[src/rtl/fft_bf_sequencer.sv]
// rtl/fft_bf_sequencer.sv - radix-2 DIT FFT butterfly sequencer over an external complex sample RAM
//
// Walks an in-place N-point radix-2 decimation-in-time FFT one butterfly at a time:
// reads the operand pair, hands it to an external butterfly unit (bf_go/bf_done),
// and writes the scaled results back to the same two RAM locations.
//
// Ports
//   clk, rst_n            clock (rising edge), asynchronous active-low reset
//   start / busy / done   run control: start pulse, busy level, done pulse
//   rd_en, rd_addr_a/b    synchronous RAM read (data valid one cycle later)
//   rd_data_a/b           {re[15:8], im[7:0]} signed operands from RAM
//   wr_en, wr_addr_a/b    RAM writeback strobe and addresses (same as read addresses)
//   wr_data_a/b           {re, im} scaled butterfly results
//   tw_addr               twiddle ROM index for the current butterfly
//   bf_go / bf_done       butterfly start pulse / result-valid pulse
//   bf_x1,bf_y1,bf_x2,bf_y2      top (re,im) and bottom (re,im) operands
//   bf_rx1,bf_ry1,bf_rx2,bf_ry2  9-bit butterfly results (top sum, bottom difference)

module fft_bf_sequencer #(
  parameter int LOG2N = 3,
  parameter int SCALE = 1
) (
  input  logic                    clk,
  input  logic                    rst_n,
  input  logic                    start,
  output logic                    busy,
  output logic                    done,
  output logic                    rd_en,
  output logic [LOG2N-1:0]        rd_addr_a,
  output logic [LOG2N-1:0]        rd_addr_b,
  input  logic [15:0]             rd_data_a,
  input  logic [15:0]             rd_data_b,
  output logic                    wr_en,
  output logic [LOG2N-1:0]        wr_addr_a,
  output logic [LOG2N-1:0]        wr_addr_b,
  output logic [15:0]             wr_data_a,
  output logic [15:0]             wr_data_b,
  output logic [LOG2N-2:0]        tw_addr,
  output logic                    bf_go,
  input  logic                    bf_done,
  output logic signed [7:0]       bf_x1,
  output logic signed [7:0]       bf_y1,
  output logic signed [7:0]       bf_x2,
  output logic signed [7:0]       bf_y2,
  input  logic signed [8:0]       bf_rx1,
  input  logic signed [8:0]       bf_ry1,
  input  logic signed [8:0]       bf_rx2,
  input  logic signed [8:0]       bf_ry2
);

  // Butterfly index spans 0..N/2-1, stage index spans 0..LOG2N-1.
  localparam int BW = LOG2N - 1;
  localparam int SW = $clog2(LOG2N);
  localparam logic [BW-1:0]    B_LAST = '1;
  localparam logic [SW-1:0]    S_LAST = SW'(LOG2N - 1);
  localparam logic [LOG2N-1:0] ONE    = LOG2N'(1);

  typedef enum logic [2:0] {
    IDLE   = 3'd0,
    RD     = 3'd1,
    LAT    = 3'd2,
    GO     = 3'd3,
    WAITBF = 3'd4,
    WR     = 3'd5,
    FIN    = 3'd6
  } state_t;

  state_t state, state_nxt;

  logic [SW-1:0]     stage;
  logic [BW-1:0]     bfly;
  logic [15:0]       op_a, op_b;
  logic signed [8:0] res_x1, res_y1, res_x2, res_y2;

  logic [LOG2N-1:0]  half, b_ext, j, top, bot;
  logic [LOG2N-2:0]  tw;
  logic              last_bf;

  // Result narrowing: either a plain arithmetic halving (drop bit 0) or a
  // saturating clamp of the 9-bit result into the signed 8-bit range.
  function automatic logic [7:0] narrow(input logic signed [8:0] v);
    if (SCALE != 0) begin
      return v[8:1];
    end else if (v > 9'sd127) begin
      return 8'h7f;
    end else if (v < -9'sd128) begin
      return 8'h80;
    end else begin
      return v[7:0];
    end
  endfunction

  // Operand addressing for butterfly b of stage s:
  //   group index b>>s is spread out by one extra bit, the low s bits (j) pick the
  //   element inside the group, and the bottom partner sits 'half' above the top.
  //   Bit s of top is always zero, so OR-ing half in is the same as adding it.
  //   The twiddle index strides by N/(2*half) = 1 << (LOG2N-1-s).
  always_comb begin
    half    = ONE << stage;
    b_ext   = {1'b0, bfly};
    j       = b_ext & (half - ONE);
    top     = (((b_ext >> stage) << stage) << 1) | j;
    bot     = top | half;
    tw      = j[LOG2N-2:0] << (S_LAST - stage);
    last_bf = (bfly == B_LAST) && (stage == S_LAST);
  end

  // State register
  always_ff @(posedge clk or negedge rst_n) begin
    if (!rst_n) begin
      state <= IDLE;
    end else begin
      state <= state_nxt;
    end
  end

  // Next-state logic
  always_comb begin
    state_nxt = state;
    case (state)
      IDLE:    if (start) state_nxt = RD;
      RD:      state_nxt = LAT;
      LAT:     state_nxt = GO;
      GO:      state_nxt = WAITBF;
      WAITBF:  if (bf_done) state_nxt = WR;
      WR:      state_nxt = last_bf ? FIN : RD;
      FIN:     state_nxt = IDLE;
      default: state_nxt = IDLE;
    endcase
  end

  // Counters, operand and result registers
  always_ff @(posedge clk or negedge rst_n) begin
    if (!rst_n) begin
      stage  <= '0;
      bfly   <= '0;
      op_a   <= '0;
      op_b   <= '0;
      res_x1 <= '0;
      res_y1 <= '0;
      res_x2 <= '0;
      res_y2 <= '0;
    end else begin
      if (state == IDLE && start) begin
        stage <= '0;
        bfly  <= '0;
      end
      // RAM data arrives during LAT; registering it here keeps the operands
      // stable from GO until the butterfly reports done.
      if (state == LAT) begin
        op_a <= rd_data_a;
        op_b <= rd_data_b;
      end
      if (state == WAITBF && bf_done) begin
        res_x1 <= bf_rx1;
        res_y1 <= bf_ry1;
        res_x2 <= bf_rx2;
        res_y2 <= bf_ry2;
      end
      if (state == WR) begin
        if (bfly == B_LAST) begin
          bfly  <= '0;
          stage <= (stage == S_LAST) ? '0 : stage + SW'(1);
        end else begin
          bfly <= bfly + BW'(1);
        end
      end
    end
  end

  assign bf_x1 = op_a[15:8];
  assign bf_y1 = op_a[7:0];
  assign bf_x2 = op_b[15:8];
  assign bf_y2 = op_b[7:0];

  // Output logic: everything is gated by state so an idle or freshly reset
  // sequencer presents all-zero strobes, addresses and write data.
  always_comb begin
    busy      = 1'b0;
    done      = 1'b0;
    rd_en     = 1'b0;
    wr_en     = 1'b0;
    bf_go     = 1'b0;
    rd_addr_a = '0;
    rd_addr_b = '0;
    wr_addr_a = '0;
    wr_addr_b = '0;
    wr_data_a = '0;
    wr_data_b = '0;
    tw_addr   = '0;
    case (state)
      IDLE: begin
      end
      RD: begin
        busy      = 1'b1;
        rd_en     = 1'b1;
        rd_addr_a = top;
        rd_addr_b = bot;
      end
      LAT: begin
        busy = 1'b1;
      end
      GO: begin
        busy    = 1'b1;
        bf_go   = 1'b1;
        tw_addr = tw;
      end
      WAITBF: begin
        busy    = 1'b1;
        tw_addr = tw;
      end
      WR: begin
        busy      = 1'b1;
        wr_en     = 1'b1;
        wr_addr_a = top;
        wr_addr_b = bot;
        tw_addr   = tw;
        wr_data_a = {narrow(res_x1), narrow(res_y1)};
        wr_data_b = {narrow(res_x2), narrow(res_y2)};
      end
      FIN: begin
        busy = 1'b1;
        done = 1'b1;
      end
      default: begin
      end
    endcase
  end

endmodule

[config.mk]
export PLATFORM = sky130hd
export DESIGN_NAME = fft_bf_sequencer
export DESIGN_NICKNAME = d
export VERILOG_FILES = /design/src/rtl/fft_bf_sequencer.sv
export SDC_FILE = /design/constraint.sdc
export NUM_CORES = 1
export LEC_CHECK = 0
export ABC_AREA = 1
export CORE_MARGIN = 10
export CORE_UTILIZATION = 42
export CTS_CLUSTER_DIAMETER = 30
export DETAILED_ROUTE_END_ITERATION = 8
export PLACE_DENSITY_LB_ADDON = 0.1
export SLEW_MARGIN = 20
export SYNTH_ARGS = -nofsm -noshare
export SYNTH_HDL_FRONTEND = slang
export SYNTH_SLANG_ARGS = --single-unit
[constraint.sdc]
create_clock -name clk -period 1.95 [get_ports clk]
set_clock_uncertainty 0.15 [all_clocks]
set_input_delay 0.2925 -clock clk [delete_from_list [all_inputs] [get_ports clk]]
set_output_delay 0.2925 -clock clk [all_outputs]
set_load 0.05 [all_outputs]
==> results_dict.tcl <==
set metrics [dict create \
    status "finished, violations left" \
    violations "negative setup slack" \
    end_kind "output port" \
    clock_latency_ps 330 \
    synth_common_cells "81 x inv_1, 71 x dfrtp_1, 68 x nor2_1, 54 x nand2_1, 36 x a21oi_1" \
    pwr-share-comb 0.612 \
    ios 155 \
    synth_cells 400 \
    stdcell_count 678 \
    critPathMostFrequentCell "nand2_2" \
    cts_max_level 3 \
    path_cells "inv_4, ha_4, inv_4, nand2_2, nand3_2, nand2_2, nand2_2, nor2_4, buf_12" \
    first_pass_iters 4 \
    globalplace.congestion 0.873 \
    seq_area_frac_synth 0.523 \
    critPathLaunch "stage[1]" \
    cts_tree "built" \
    worst_pin_slew_ps 508 \
    p_int_mw 4.91 \
    dp_hpwl_um 7480 \
    regArea_um2 1780 \
    cp_slowest_cell "dfrtp_1" \
    clockBufferDepth 2 \
    fin_nets 648 \
    multi_input_area_um2 1420 \
    routed_wl_um 11000 \
    area_growth_pct 81.4 \
    synth_nets 477 \
    p_sw_frac 0.479 \
    endpoint "tw_addr[1]" \
    synth-compound-area-share 0.107 \
    yosysMostFrequentCell "inv_1" \
    critPathKind "reg -> out" \
    fin_crit_ps 2050 \
    wl_per_cell_um 16.2 \
    cts_sinks 71 \
    start_util 0.435 \
    yosysWarnings 0 \
    arrival_ps 1610 \
    maxCapViolCount 0 \
    numCtsBuffers 9 \
    yosys_most_used_dff "dfrtp_1" \
    drv_slew 0 \
    syn_area_per_cell_um2 8.49 \
    max_freq_ghz 0.487 \
    antenna_found_initial 0 \
    yosysUniqueCellTypes 20 \
    grt_pass1_vias 3239 \
    r2r_slack_ps 320 \
    yosys-mux-area-fraction 0 \
    rsz0062_at_grt "yes" \
    worst_slack_ps -102 \
    period_share 1.05 \
    grt_pass1_wl_um 16700 \
    die_area_um2 12100 \
    synth_fa_ha_area_frac 0.0184 \
    seq_power_share 0.265 \
    die_y_um 110 \
    fin_util 0.789 \
    track_usage 0.177 \
    fillers 504 \
    dp_slack_ps 77.5 \
    ir_worst_vdd_uv 1030 \
    grt_start_max_net_pins 66 \
    yosys.area_share.xor_xnor 0 \
    min_path_type "in -> async" \
    synthArstFlopShare 1.00 \
    hold-worst-slack_ps 270 \
    clkSlewWorstSetupHoldPaths_ps 70 \
    synth-simple-area-share 0.206 \
    yosysTopAreaCell "dfrtp_1" \
    insertedDiodeCount 0 \
    synth_seq_cells 71 \
    setup_viol 8 \
    max_stage_delay_ps 410 \
    synth_top_family_by_area "simple AND/OR/NAND/NOR gates" \
    reg2reg_to "res_x1[8]" \
    synth_edf_count 0 \
    overflow 0 \
    cp-start-kind "flop" \
    power_density_nw_per_um2 1530 \
    cpLargestDelayFamily "flip-flops" \
    path_max_fanout 4 \
    hold_viol_final 0 \
    power.clock.fraction 0.123 \
    drive_gt1_frac 0.335 \
    drtIter0Drc 119 \
    cp_data_required_time_ps 1510 \
    total_switching_power_mw 4.51 \
    drc 0 \
    crit_cells 9 \
    rr_startpoint "state[1]" \
    path_buf_inv 3 \
    cts_root_buf "clkbuf_8" \
    leakage_nw 2.98 \
    fp.dieW_um 110 \
    viasPerCell 4.55 \
    r2r_cells 7 \
    ant_nets 0 \
    synth_top_area_share 0.523 \
    placementRows 32 \
    relSlewSlack 0.661 \
    portBuffers 150 \
    synth.cell_area_um2 3400 \
    synthTopCellsByArea "dfrtp_1 52%, inv_1 9.0%, nor2_1 7.5%" \
    dp.cells 646 \
    setup_tns_ps -484 \
    num_vias 3087 \
    core_area_um2 7810 \
]
[layout make-up]
type / count / share of cell area
clock buffer: 13 / 0.0242
sequential: 71 / 0.289
timing repair buffer: 178 / 0.376
inverter: 83 / 0.0520
multi-input combinational: 228 / 0.231
tap: 102 / 0.0207
clock inverter: 3 / 0.00691
[per-stage QoR]
step	cell area (um^2)	power [mW]
2_1_floorplan	3430	5.75
3_3_place_gp	5450	7.61
3_5_place_dp	5450	7.75
4_1_cts	5970	9.28
5_1_grt	6160	9.99
6_report	6160	9.42
[sequential cells by signal, indices dropped and copies added, names as in the netlist]
signal  flops
op_a       16
op_b       16
res_x1      8
res_x2      8
res_y1      8
res_y2      8
state       3
bfly        2
stage       2
[worst register-to-register path: stages, from the launching register on]
cell     delay [ps]
dfrtp_1         400
buf_6           140
nor2_4          130
buf_4           150
nand3_4          70
buf_12          200
nor2_1          190
a21oi_1          70
[cell families (layout without fill, tap and decap cells)]
group / Yosys count / in the layout
DFF: 71 / 71
and+or+nand+nor: 151 / 151
buffers and inverters: 101 / 277
AOI/OAI and AO/OA: 72 / 72
adders and majority gates: 5 / 5
[worst min path at each step]
stage                          to  start
after floorplan           bfly[0]  rst_n
after global placement    op_a[3]  rst_n
after detailed placement  op_a[3]  rst_n
after CTS                 op_a[3]  rst_n
after global routing      op_a[3]  rst_n
final                     op_a[3]  rst_n
[power by group through the flow]
stage | Sequential (mW) | Clock, mW | Combinational (mW)
6_report | 2.49 | 1.16 | 5.76
5_1_grt | 2.57 | 1.27 | 6.14
4_1_cts | 2.48 | 1.19 | 5.60
3_5_place_dp | 2.50 | 0 | 5.24
3_3_place_gp | 2.47 | 0 | 5.14
2_1_floorplan | 3.59 | 0 | 2.16
[per-layer routing]
| metal | vias up | track usage | part of all wire |
|---|---|---|---|
| met5 | - | 0 | 0 |
| li1 | 1546 | - | - |
| met3 | 9 | 0.0585 | 0.072 |
| met1 | 1433 | 0.198 | 0.38 |
| met2 | 99 | 0.312 | 0.53 |
| met4 | 0 | 0.0520 | 0.012 |
[placed cells by master, fill, tap and decap left out]
cell              n
o211ai_1          1
dlymetal6s2s_1    2
inv_1            72
nor2_2            2
buf_6             4
inv_2             8
a21oi_4           1
inv_4             2
dfrtp_2           2
clkbuf_8         10
o21ai_0          29
nor2_1           38
nand3_2           5
dlygate4sd3_1     1
nand3b_1          2
clkbuf_16         2
o21ai_1           6
nand3_1           9
clkinvlp_4        2
clkinv_2          1
a21oi_1          34
nand2_2           6
nand3_4           2
nor2_4           39
buf_12           57
ha_1              3
buf_16            2
bufinv_16         1
clkdlybuf4s50_1  66
buf_4            44
clkbuf_1          3
a21oi_2           1
ha_4              2
dfrtp_1          69
nand2_1          48
[what timing repair did]
action,in CTS,in global routing
pin swaps,10,14
setup endpoints to repair,48,50
resized for setup,57,30
hold endpoints to repair,29,0
cloned,2,3
hold buffers,1,0
setup buffers,7,4
(Power assumes the default switching activity.)
